[config.mk]
export PLATFORM = sky130hd
export DESIGN_NAME = multicycle_ctrl_flat
export DESIGN_NICKNAME = d
export VERILOG_FILES = /design/src/rtl/multicycle_ctrl_if.sv /design/src/rtl/multicycle_ctrl.sv /design/src/flat_wrapper.sv
export SDC_FILE = /design/constraint.sdc
export NUM_CORES = 1
export LEC_CHECK = 0
export CAP_MARGIN = 10
export CORE_UTILIZATION = 48
export DETAILED_ROUTE_END_ITERATION = 10
export GPL_TIMING_DRIVEN = 0
export PLACE_DENSITY = 0.8
export SLEW_MARGIN = 20
export SYNTH_ARGS = -nofsm -noshare
export SYNTH_HDL_FRONTEND = slang
export SYNTH_SLANG_ARGS = --single-unit
[constraint.sdc]
create_clock -name clk -period 2.56 [get_ports clk]
set_input_delay 0.64 -clock clk [delete_from_list [all_inputs] [get_ports clk]]
set_output_delay 0.64 -clock clk [all_outputs]
set_load 0.05 [all_outputs]
[src/rtl/multicycle_ctrl_if.sv]
// multicycle_ctrl_if: bundle between the multicycle control FSM and the
// shared-memory RV32I datapath.
//   master : the controller. It receives op/funct3 from the instruction
//            register and mem_ready from memory, and drives every strobe,
//            mux select and status flag.
//   slave  : the datapath/memory side, which has the opposite directions.
interface multicycle_ctrl_if;
    logic [6:0] op;
    logic [2:0] funct3;
    logic       mem_ready;

    logic       mem_req;
    logic       MemWrite;
    logic       AdrSrc;
    logic       IRWrite;
    logic       PCUpdate;
    logic       Branch;
    logic       RegWrite;
    logic       CSRWrite;
    logic [1:0] ALUSrcA;
    logic [1:0] ALUSrcB;
    logic [1:0] ALUOp;
    logic [1:0] ResultSrc;
    logic [1:0] RegWriteSrc;
    logic [2:0] ImmSrc;
    logic [1:0] AccessMode;
    logic       DataExtendMode;
    logic       instr_done;
    logic       illegal;

    modport master (
        input  op, funct3, mem_ready,
        output mem_req, MemWrite, AdrSrc, IRWrite, PCUpdate, Branch,
               RegWrite, CSRWrite, ALUSrcA, ALUSrcB, ALUOp, ResultSrc,
               RegWriteSrc, ImmSrc, AccessMode, DataExtendMode,
               instr_done, illegal
    );

    modport slave (
        output op, funct3, mem_ready,
        input  mem_req, MemWrite, AdrSrc, IRWrite, PCUpdate, Branch,
               RegWrite, CSRWrite, ALUSrcA, ALUSrcB, ALUOp, ResultSrc,
               RegWriteSrc, ImmSrc, AccessMode, DataExtendMode,
               instr_done, illegal
    );
endinterface

[src/rtl/multicycle_ctrl.sv]
// multicycle_ctrl: control FSM for the RV32I core that shares one memory
// port between instruction fetch and data access. It sequences
// fetch/decode/execute/memory/writeback and generates all datapath strobes.
// Ports:
//   clk   - core clock, rising edge
//   reset - asynchronous, active-high; all outputs are forced to 0 while high
//   bus   - multicycle_ctrl_if.master (op/funct3/mem_ready in, strobes out)
module multicycle_ctrl (
    input  logic              clk,
    input  logic              reset,
    multicycle_ctrl_if.master bus
);
    localparam logic [6:0] OP_LOAD  = 7'b0000011;
    localparam logic [6:0] OP_STORE = 7'b0100011;
    localparam logic [6:0] OP_R     = 7'b0110011;
    localparam logic [6:0] OP_I     = 7'b0010011;
    localparam logic [6:0] OP_BR    = 7'b1100011;
    localparam logic [6:0] OP_JAL   = 7'b1101111;
    localparam logic [6:0] OP_LUI   = 7'b0110111;
    localparam logic [6:0] OP_AUIPC = 7'b0010111;
    localparam logic [6:0] OP_SYS   = 7'b1110011;

    typedef enum logic [3:0] {
        S_FETCH, S_DECODE, S_MEMADR, S_MEMREAD, S_MEMWB, S_MEMWRITE,
        S_EXECR, S_EXECI, S_ALUWB, S_BEQ, S_JAL, S_UPPER, S_CSR, S_TRAP
    } state_t;

    // Per-state Moore outputs. fetch and done_on_ready are qualified with
    // mem_ready outside the register so the handshake strobes fire in the
    // same cycle memory completes.
    typedef struct packed {
        logic       mem_req;
        logic       mem_write;
        logic       adr_src;
        logic       fetch;
        logic       pc_update;
        logic       branch;
        logic       reg_write;
        logic       csr_write;
        logic [1:0] alu_src_a;
        logic [1:0] alu_src_b;
        logic [1:0] alu_op;
        logic [1:0] result_src;
        logic [1:0] reg_write_src;
        logic       done;
        logic       done_on_ready;
        logic       illegal;
    } ctrl_t;

    function automatic ctrl_t ctrl_for(input state_t s, input logic [6:0] op);
        ctrl_t c;
        c = '0;
        case (s)
            S_FETCH:    begin c.mem_req = 1'b1; c.fetch = 1'b1;
                              c.alu_src_b = 2'b10; c.result_src = 2'b10; end
            S_DECODE:   begin c.alu_src_a = 2'b01; c.alu_src_b = 2'b01; end
            S_MEMADR:   begin c.alu_src_a = 2'b10; c.alu_src_b = 2'b01; end
            S_MEMREAD:  begin c.mem_req = 1'b1; c.adr_src = 1'b1; end
            S_MEMWB:    begin c.result_src = 2'b01; c.reg_write = 1'b1;
                              c.done = 1'b1; end
            S_MEMWRITE: begin c.mem_req = 1'b1; c.mem_write = 1'b1;
                              c.adr_src = 1'b1; c.done_on_ready = 1'b1; end
            S_EXECR:    begin c.alu_src_a = 2'b10; c.alu_op = 2'b10; end
            S_EXECI:    begin c.alu_src_a = 2'b10; c.alu_src_b = 2'b01;
                              c.alu_op = 2'b10; end
            S_ALUWB:    begin c.reg_write = 1'b1; c.done = 1'b1; end
            S_BEQ:      begin c.alu_src_a = 2'b10; c.alu_op = 2'b01;
                              c.branch = 1'b1; c.done = 1'b1; end
            S_JAL:      begin c.alu_src_a = 2'b01; c.alu_src_b = 2'b10;
                              c.pc_update = 1'b1; end
            S_UPPER:    begin c.reg_write = 1'b1; c.done = 1'b1;
                              c.reg_write_src = (op == OP_LUI) ? 2'b01 : 2'b10; end
            S_CSR:      begin c.reg_write = 1'b1; c.csr_write = 1'b1;
                              c.reg_write_src = 2'b11; c.done = 1'b1; end
            S_TRAP:     c.illegal = 1'b1;
            default:    ;
        endcase
        return c;
    endfunction

    state_t r_state;
    state_t w_next;
    ctrl_t  r_ctrl;
    logic   w_run;
    logic   w_load;
    logic   w_store;
    logic [2:0] w_imm_src;

    always_comb begin
        w_next = S_TRAP;
        case (r_state)
            S_FETCH:    w_next = bus.mem_ready ? S_DECODE : S_FETCH;
            S_DECODE: begin
                case (bus.op)
                    OP_LOAD, OP_STORE: w_next = S_MEMADR;
                    OP_R:              w_next = S_EXECR;
                    OP_I:              w_next = S_EXECI;
                    OP_BR:             w_next = S_BEQ;
                    OP_JAL:            w_next = S_JAL;
                    OP_LUI, OP_AUIPC:  w_next = S_UPPER;
                    OP_SYS:            w_next = S_CSR;
                    default:           w_next = S_TRAP;
                endcase
            end
            S_MEMADR: begin
                if (bus.op == OP_LOAD)
                    w_next = (bus.funct3 inside {3'b000, 3'b001, 3'b010, 3'b100, 3'b101})
                             ? S_MEMREAD : S_TRAP;
                else
                    w_next = (bus.funct3 inside {3'b000, 3'b001, 3'b010})
                             ? S_MEMWRITE : S_TRAP;
            end
            S_MEMREAD:  w_next = bus.mem_ready ? S_MEMWB : S_MEMREAD;
            S_MEMWB:    w_next = S_FETCH;
            S_MEMWRITE: w_next = bus.mem_ready ? S_FETCH : S_MEMWRITE;
            S_EXECR,
            S_EXECI:    w_next = S_ALUWB;
            S_ALUWB:    w_next = S_FETCH;
            S_BEQ:      w_next = S_FETCH;
            S_JAL:      w_next = S_ALUWB;
            S_UPPER:    w_next = S_FETCH;
            S_CSR:      w_next = S_FETCH;
            default:    w_next = S_TRAP;
        endcase
    end

    // Output register is loaded with the outputs of the state being entered,
    // so it always matches r_state. op is stable from DECODE onward, which
    // makes the UPPER lui/auipc select valid when it is captured.
    always_ff @(posedge clk or posedge reset) begin
        if (reset) begin
            r_state <= S_FETCH;
            r_ctrl  <= ctrl_for(S_FETCH, OP_LOAD);
        end else begin
            r_state <= w_next;
            r_ctrl  <= ctrl_for(w_next, bus.op);
        end
    end

    assign w_run   = ~reset;
    assign w_load  = (bus.op == OP_LOAD);
    assign w_store = (bus.op == OP_STORE);

    always_comb begin
        w_imm_src = 3'b000;
        case (bus.op)
            OP_STORE:                 w_imm_src = 3'b001;
            OP_BR:                    w_imm_src = 3'b010;
            OP_JAL:                   w_imm_src = 3'b011;
            OP_LUI, OP_AUIPC, OP_SYS: w_imm_src = 3'b100;
            default:                  w_imm_src = 3'b000;
        endcase
    end

    // Every output is gated by reset so the datapath sees no strobe while
    // reset is high, even mid-cycle.
    assign bus.mem_req        = w_run & r_ctrl.mem_req;
    assign bus.MemWrite       = w_run & r_ctrl.mem_write;
    assign bus.AdrSrc         = w_run & r_ctrl.adr_src;
    assign bus.IRWrite        = w_run & r_ctrl.fetch & bus.mem_ready;
    assign bus.PCUpdate       = w_run & (r_ctrl.pc_update | (r_ctrl.fetch & bus.mem_ready));
    assign bus.Branch         = w_run & r_ctrl.branch;
    assign bus.RegWrite       = w_run & r_ctrl.reg_write;
    assign bus.CSRWrite       = w_run & r_ctrl.csr_write;
    assign bus.ALUSrcA        = {2{w_run}} & r_ctrl.alu_src_a;
    assign bus.ALUSrcB        = {2{w_run}} & r_ctrl.alu_src_b;
    assign bus.ALUOp          = {2{w_run}} & r_ctrl.alu_op;
    assign bus.ResultSrc      = {2{w_run}} & r_ctrl.result_src;
    assign bus.RegWriteSrc    = {2{w_run}} & r_ctrl.reg_write_src;
    assign bus.instr_done     = w_run & (r_ctrl.done | (r_ctrl.done_on_ready & bus.mem_ready));
    assign bus.illegal        = w_run & r_ctrl.illegal;
    assign bus.ImmSrc         = {3{w_run}} & w_imm_src;
    assign bus.AccessMode     = (w_run & (w_load | w_store)) ? bus.funct3[1:0] : 2'b00;
    assign bus.DataExtendMode = w_run & w_load & ~bus.funct3[2];
endmodule
[src/flat_wrapper.sv]
// flat-port wrapper written by rule: the top's interface ports become plain ports
module multicycle_ctrl_flat 
  (clk, reset, bus_op, bus_funct3, bus_mem_ready, bus_mem_req, bus_MemWrite, bus_AdrSrc, bus_IRWrite, bus_PCUpdate, bus_Branch, bus_RegWrite, bus_CSRWrite, bus_ALUSrcA, bus_ALUSrcB, bus_ALUOp, bus_ResultSrc, bus_RegWriteSrc, bus_ImmSrc, bus_AccessMode, bus_DataExtendMode, bus_instr_done, bus_illegal);
  multicycle_ctrl_if bus_i ();
  input  logic clk;
  input  logic reset;
  input wire logic [$bits(bus_i.op)-1:0] bus_op;
  input wire logic [$bits(bus_i.funct3)-1:0] bus_funct3;
  input wire logic [$bits(bus_i.mem_ready)-1:0] bus_mem_ready;
  output wire logic [$bits(bus_i.mem_req)-1:0] bus_mem_req;
  output wire logic [$bits(bus_i.MemWrite)-1:0] bus_MemWrite;
  output wire logic [$bits(bus_i.AdrSrc)-1:0] bus_AdrSrc;
  output wire logic [$bits(bus_i.IRWrite)-1:0] bus_IRWrite;
  output wire logic [$bits(bus_i.PCUpdate)-1:0] bus_PCUpdate;
  output wire logic [$bits(bus_i.Branch)-1:0] bus_Branch;
  output wire logic [$bits(bus_i.RegWrite)-1:0] bus_RegWrite;
  output wire logic [$bits(bus_i.CSRWrite)-1:0] bus_CSRWrite;
  output wire logic [$bits(bus_i.ALUSrcA)-1:0] bus_ALUSrcA;
  output wire logic [$bits(bus_i.ALUSrcB)-1:0] bus_ALUSrcB;
  output wire logic [$bits(bus_i.ALUOp)-1:0] bus_ALUOp;
  output wire logic [$bits(bus_i.ResultSrc)-1:0] bus_ResultSrc;
  output wire logic [$bits(bus_i.RegWriteSrc)-1:0] bus_RegWriteSrc;
  output wire logic [$bits(bus_i.ImmSrc)-1:0] bus_ImmSrc;
  output wire logic [$bits(bus_i.AccessMode)-1:0] bus_AccessMode;
  output wire logic [$bits(bus_i.DataExtendMode)-1:0] bus_DataExtendMode;
  output wire logic [$bits(bus_i.instr_done)-1:0] bus_instr_done;
  output wire logic [$bits(bus_i.illegal)-1:0] bus_illegal;
  assign bus_i.op = bus_op;
  assign bus_i.funct3 = bus_funct3;
  assign bus_i.mem_ready = bus_mem_ready;
  assign bus_mem_req = bus_i.mem_req;
  assign bus_MemWrite = bus_i.MemWrite;
  assign bus_AdrSrc = bus_i.AdrSrc;
  assign bus_IRWrite = bus_i.IRWrite;
  assign bus_PCUpdate = bus_i.PCUpdate;
  assign bus_Branch = bus_i.Branch;
  assign bus_RegWrite = bus_i.RegWrite;
  assign bus_CSRWrite = bus_i.CSRWrite;
  assign bus_ALUSrcA = bus_i.ALUSrcA;
  assign bus_ALUSrcB = bus_i.ALUSrcB;
  assign bus_ALUOp = bus_i.ALUOp;
  assign bus_ResultSrc = bus_i.ResultSrc;
  assign bus_RegWriteSrc = bus_i.RegWriteSrc;
  assign bus_ImmSrc = bus_i.ImmSrc;
  assign bus_AccessMode = bus_i.AccessMode;
  assign bus_DataExtendMode = bus_i.DataExtendMode;
  assign bus_instr_done = bus_i.instr_done;
  assign bus_illegal = bus_i.illegal;
  multicycle_ctrl u_core (.clk(clk), .reset(reset), .bus(bus_i));
endmodule
==> results.txt, run 1 <==
Period utilization: 95.5%
CTS buffer count: 3
Clock slew at reported path FFs: 0.12 ns
Total number of yosys warnings: 0
DR vias/cell: 5.62
Reg2reg end: u_core.r_ctrl[4]
Layout area overhead: 35.8%
Pwr dens: 890 nW/um^2
Core ar.: 2780 sq um
Top-area cell type share of the netlist area: 33.4%
Hold Crit Class: input pin to asynchronous set/reset pin
RSZ-0062 raised after global routing: false
Pre-CTS WS: -1.46 ns
Crit path cell chain: dlygate4sd2_1 -> nor4bb_4 -> nand2_2 -> nor2_2 -> and2_1 -> buf_6
CTS Sinks: 22
Fin. max-slew vios: 0
CP Launch Point: bus_op[1]
Mapped Area: 1430 sq um
Max clock buf depth: 2
PortBufs: 34
Initial drt markers: 28
Starting density of the core: 51.2%
Leading post-synthesis cells by cell area: dfrtp_1, nor2b_1, dfstp_2
# Max-Cap Violations: 0
Setup TNS: 0 ns
Slew @ Worst Pin: 0.531 ns
Hold Fails Final Rpt: 0
Syn Area/Cell: 9.14 sq um
Detail Route Antenna Nets: 0
Worst R2R Setup Slack: 0.43 ns
Post-layout min period: 2.45 ns
GPL Wtd Cong: 0.855
Crit path kind: input pin to primary output
Outcome: complete, no violations
Diodes inserted: 0
CP Data Required Time: 1.92 ns
CP bufs+invs: 2
Slowest Stage Delay on Critical Path: 0.35 ns
H-tree levels: 1
Die extent in x: 56.5 um
Worst slew margin: 64.4%
First-pass detailed-route iteration total: 4
RR Startpoint: u_core.r_state[1]
Worst skew pair latency: 0.31 ns
GRT Overall Usage: 23.3%
Final core occ: 69.6%
Distinct cells, synth: 48
# placed instances: 221
Fin cells: 228
I/O pin cnt: 39
Largest net degree at the start of global routing: 13
Crit path max-delay family: simple AND/OR/NAND/NOR gates
Vias after detailed routing: 1282
DRC viols: 0
Post-Synthesis Cells: 156
Vias in the first global route: 1206
CTS root buffer: clkbuf_4
Worst setup margin: 0.115 ns
Die footprint: 3190 sq um
Routed wire length: 3.40 mm
CP endpoint kind: primary output
Worst hold margin: 0.573 ns
CP Launch Type: input pin
Global-route wire length before repair: 5.72 mm
Register area share after synthesis: 38.9%
Most used DFF post-synth: dfrtp_1
Asr flop ratio synth: 100%
Syn_nets: 169
Initial antenna violation count: 0
CP arrival: 1.81 ns
NumNets Final: 211
Remaining Overflow, GRT: 0
Row cnt: 19
Skew final: 0.00445 ns
Fmax: 409 MHz
R2R depth: 7
Share of cells above drive strength 1: 34.5%
Final setup vio count: 0
Leak: 0.000872 uW
Cell at the slowest stage of the critical path: nor4bb_4
Crit Path Max Fanout: 3
DP HPWL: 2.54 mm
WL/cell: 14.9 um
Yosys top cell by area: dfrtp_1
Post-synth EDFFs: 0
CTS tree: done
Die Y: 56.5 um
Register bit total from synthesis: 22
VDD IR max: 0.597 mV
-- Yosys cell counts, types with 3 or more instances --
library cell  count
a21oi_1           9
nand2_1          15
buf_2             6
nor2_1           14
nand4_1           4
clkbuf_1          3
nor2b_1          17
nand2b_1          6
and2_1            5
inv_2             3
dfstp_2           3
nor3_1            6
o21ai_0           3
dfrtp_1          19
-- power breakdown --
part | total (uW) | internal, uW | switching, uW
clock | 194 | 87.0 | 107
combinational | 1030 | 386 | 641
sequential | 500 | 472 | 28.0
-- cell type report --
cell class | instances | area, sq um
Timing Repair Buffer | 36 | 367
Clock buffer | 4 | 36.3
Fill cell | 229 | 846
Multi-Input combinational cell | 116 | 811
Inverter | 5 | 22.5
Buffer | 13 | 101
Sequential cell | 22 | 554
Timing Repair inverter | 1 | 5.00
Tap cell | 31 | 38.8
-- how the worst max path moves through the flow --
stage	end	slack, ns	cells after the start
6_report	bus_AccessMode[1]	0.11	6
5_1_grt	u_core.r_ctrl[14]	0.02	9
4_1_cts	bus_ImmSrc[0]	0.006	6
3_5_place_dp	bus_ImmSrc[2]	-1.46	6
3_3_place_gp	bus_ImmSrc[2]	-1.39	6
2_1_floorplan	bus_ALUOp[0]	-0.02	3
-- metal layers --
layer	part of all wire, %	track usage [%]	vias to the layer above
li1	-	-	627
met1	41	29.6	607
met2	52	40.5	42
met3	4.9	2.30	6
met4	1.7	9.41	0
met5	0	0	-
-- layout by cell type (no fill, tap or decap), types with 2 or more instances in the layout --
cell and count:
nor3_1 6, buf_8 2, nand2_1 14, buf_2 8
inv_2 3, buf_6 5, and2_1 3, buf_4 6
dfstp_2 3, nor2_1 13, dfrtp_1 19, o21bai_1 2
a21oi_1 8, clkdlybuf4s15_2 16, dlygate4sd2_1 3, nand3b_1 2
o21ai_1 3, nand2b_1 6, dlymetal6s2s_1 3, and4b_1 2
o41ai_1 2, clkbuf_4 6, nor2b_1 16, o21ai_0 2
a21o_1 2, clkdlybuf4s50_1 3, nand4_1 4
-- worst min-delay path, stage by stage --
cell and delay (ns):
dlymetal6s2s_1 0.17, buf_8 0.17, clkinvlp_2 0.34
-- per-stage QoR --
stage	power (uW)	instance area, sq um
after floorplan	1300	1450
after detailed placement	1540	1830
after global placement	1510	1830
final	1720	1940
after CTS	1720	1910
after global routing	1830	1940
-- sequential cells by signal (all words and copies together), names as in the netlist --
signal          cells
u_core.r_state      4
u_core.r_ctrl      18
-- kinds of logic after synthesis --
logic type	count (synthesis)	share of synthesized area, %
compound gates	33	18.4
buf+inv	18	6.85
xor+xnor	1	0.615
flops	22	38.9
simple gates	81	34.5
mux	1	0.702
-- timing repair --
item                       CTS  global route
resized for setup          111            15
pin swaps                    3             1
hold buffers                 0             0
setup endpoints to repair   27            21
buffers inserted             2             0
cloned                       1             0
No activity file was read; power rests on OpenSTA's default activity.
==> inputs of run 2 (changes only) <==
CORE_UTILIZATION = 50   (was 48)
CTS_BUF_LIST = sky130_fd_sc_hd__clkbuf_4 sky130_fd_sc_hd__clkbuf_8   (was unset)
PLACE_DENSITY = 0.83   (was 0.8)
==> run 2 against run 1 <==
Against the previous run:
- non-clock buffer count stayed put
- utilization increased by 4.8 points
- worst hold slack got worse by 0.010 ns
- cell count is 0.44% lower
- sequential cell count is the same
- sequential power about the same
- clock skew grew 0.0071 ns
- power about the same
- die area is 3.9% lower
- global-route usage rose by 1.0 points
- clock-buffer cell count unchanged
- largest cell class unchanged
- highest routed layer unchanged
==> results.txt, run 2 (synthesized netlist as in run 1, its figures left out) <==
Outcome: complete, no violations
CTS root buffer: clkbuf_4
Pre-CTS WS: -1.44 ns (+0.0243 ns)
Routed wire length: 3.51 mm (+3.3%)
Most common cell after layout, fill and taps aside: dfrtp_1
# Max-Cap Violations: 0 (unchanged)
Global-route track usage on met1: 31.4% (+1.8 points)
Detail Route Antenna Nets: 0 (unchanged)
CP Launch Type: input pin
Fmax: 394 MHz (-3.6%)
Pwr dens: 895 nW/um^2 (+0.56%)
Global-route wire length before repair: 5.96 mm (+4.2%)
Final total power: 1720 uW (about the same)
Top reg by flops: u_core.r_ctrl
Layout area overhead: 35.1%
Post-layout min period: 2.54 ns (+0.0918 ns)
Initial drt markers: 31 (+11%)
Share of cells above drive strength 1: 34.5% (unchanged)
Max reg flops: 18 (unchanged)
Largest net degree at the start of global routing: 13 (unchanged)
Slew @ Worst Pin: 0.541 ns (+0.0106 ns)
Grt met3 use: 6.32% (+4.0 points)
First-pass detailed-route iteration total: 4 (unchanged)
Worst slew margin: 63.7% (-0.71 points)
GPL Wtd Cong: 0.819 (-4.2%)
Max clock buf depth: 2 (unchanged)
Worst R2R Setup Slack: 0.40 ns (-0.03 ns)
Starting density of the core: 55.0% (+3.8 points)
PortBufs: 34 (unchanged)
RSZ-0062 raised after global routing: true
Hold Crit Class: input pin to asynchronous set/reset pin
Fin. max-slew vios: 0 (unchanged)
Met2 usage: 40.8% (+0.29 points)
I/O pin cnt: 39 (unchanged)
Most frequent cells in the layout: dfrtp_1, clkdlybuf4s15_2, nor2b_1
DR vias/cell: 5.81 (+3.4%)
Skew final: 0.0115 ns (+0.00708 ns)
Vias after detailed routing: 1320 (+3.0%)
Clock slew at reported path FFs: 0.12 ns (about the same)
Diodes inserted: 0 (unchanged)
H-tree levels: 1 (unchanged)
Crit path kind: input pin to primary output
Area of placed instances: 1830 sq um (about the same)
CP Data Required Time: 1.92 ns (about the same)
RR Startpoint: u_core.r_state[1]
Initial antenna violation count: 0 (unchanged)
Period utilization: 99.1% (+3.6 points)
Die Y: 55.4 um (-2.0%)
NumNets Final: 211 (unchanged)
CTS buffer count: 3 (unchanged)
R2R depth: 7 (unchanged)
WL/cell: 15.5 um (+3.8%)
GRT Overall Usage: 24.4% (+1.0 points)
Final setup vio count: 0 (unchanged)
Remaining Overflow, GRT: 0 (unchanged)
Row cnt: 18 (-1)
GRT busiest layer: met2
Crit Path Max Fanout: 3 (unchanged)
DRC viols: 0 (unchanged)
Post-Layout Inst Area: 1930 sq um (-0.52%)
Vias in the first global route: 1275 (+5.7%)
Top flop regs: u_core.r_ctrl: 18 flops, u_core.r_state: 4 flops
Worst setup margin: 0.0230 ns (-0.0918 ns)
DP HPWL: 2.52 mm (-0.78%)
Worst skew pair latency: 0.31 ns (about the same)
CTS tree: done
CTS Sinks: 22 (unchanged)
Hold Fails Final Rpt: 0 (unchanged)
Reg2reg end: u_core.r_ctrl[4]
CP arrival: 1.90 ns (+0.09 ns)
# placed instances: 220 (-0.45%)
VDD IR max: 0.830 mV (+39%)
Fin cells: 227 (-0.44%)
CP endpoint kind: primary output
Die footprint: 3070 sq um (-3.9%)
Leak: 0.000860 uW (-1.3%)
Die extent in x: 55.4 um (-2.0%)
Core ar.: 2590 sq um (-6.9%)
-- run 2: worst max path at each step --
stage                        startpoint                end  slack, ns
after floorplan                   reset       bus_ALUOp[0]      -0.02
after global placement            reset      bus_ImmSrc[2]      -1.42
after detailed placement          reset      bus_ImmSrc[2]      -1.44
after CTS                 bus_funct3[2]   u_core.r_ctrl[4]      0.002
after global routing          bus_op[2]  bus_AccessMode[1]      -0.02
final                         bus_op[2]  bus_AccessMode[1]       0.02
-- run 2: timing repair --
item                                    CTS  global route
buffers inserted                          2             0
endpoints found under the setup margin   27            12
resized for setup                       111             6
gates cloned                              1             0
pin swaps                                 5             0
hold buffers                              0             0
-- run 2: cell type report --
type	count	area, sq um
Buffer	13	97.6
Clock buffer	4	36.3
Fill cell	200	664
Inverter	5	22.5
Multi-Input combinational cell	116	811
Sequential cell	22	554
Tap cell	30	37.5
Timing Repair Buffer	36	362
Timing Repair inverter	1	5.00
-- run 2: worst max-delay path, stage by stage --
cell             delay, ns
clkdlybuf4s50_1       0.44
nor2_1                0.24
nand2_2               0.13
nor2_2                0.14
and2_1                0.14
buf_6                 0.16
-- run 2: per-layer routing --
layer	wire length, um	part of all wire [%]
met5	0	0
met4	57	1.6
met3	187	5.3
met2	1800	51
met1	1470	42
-- run 2: metrics by stage --
step	TNS, ns	hold slack (ns)	utilization [%]
2_1_floorplan	-0.0212	0.649	-
3_3_place_gp	-18.01	0.671	70.6
3_5_place_dp	-19.30	0.688	70.6
4_1_cts	0	0.716	73.7
5_1_grt	-0.0529	0.604	74.3
6_report	0	0.563	74.3
-- run 2: power breakdown --
| part | switching, uW | total [uW] | internal (uW) |
|---|---|---|---|
| sequential | 26.5 | 499 | 472 |
| combinational | 650 | 1040 | 386 |
| clock | 101 | 188 | 86.8 |
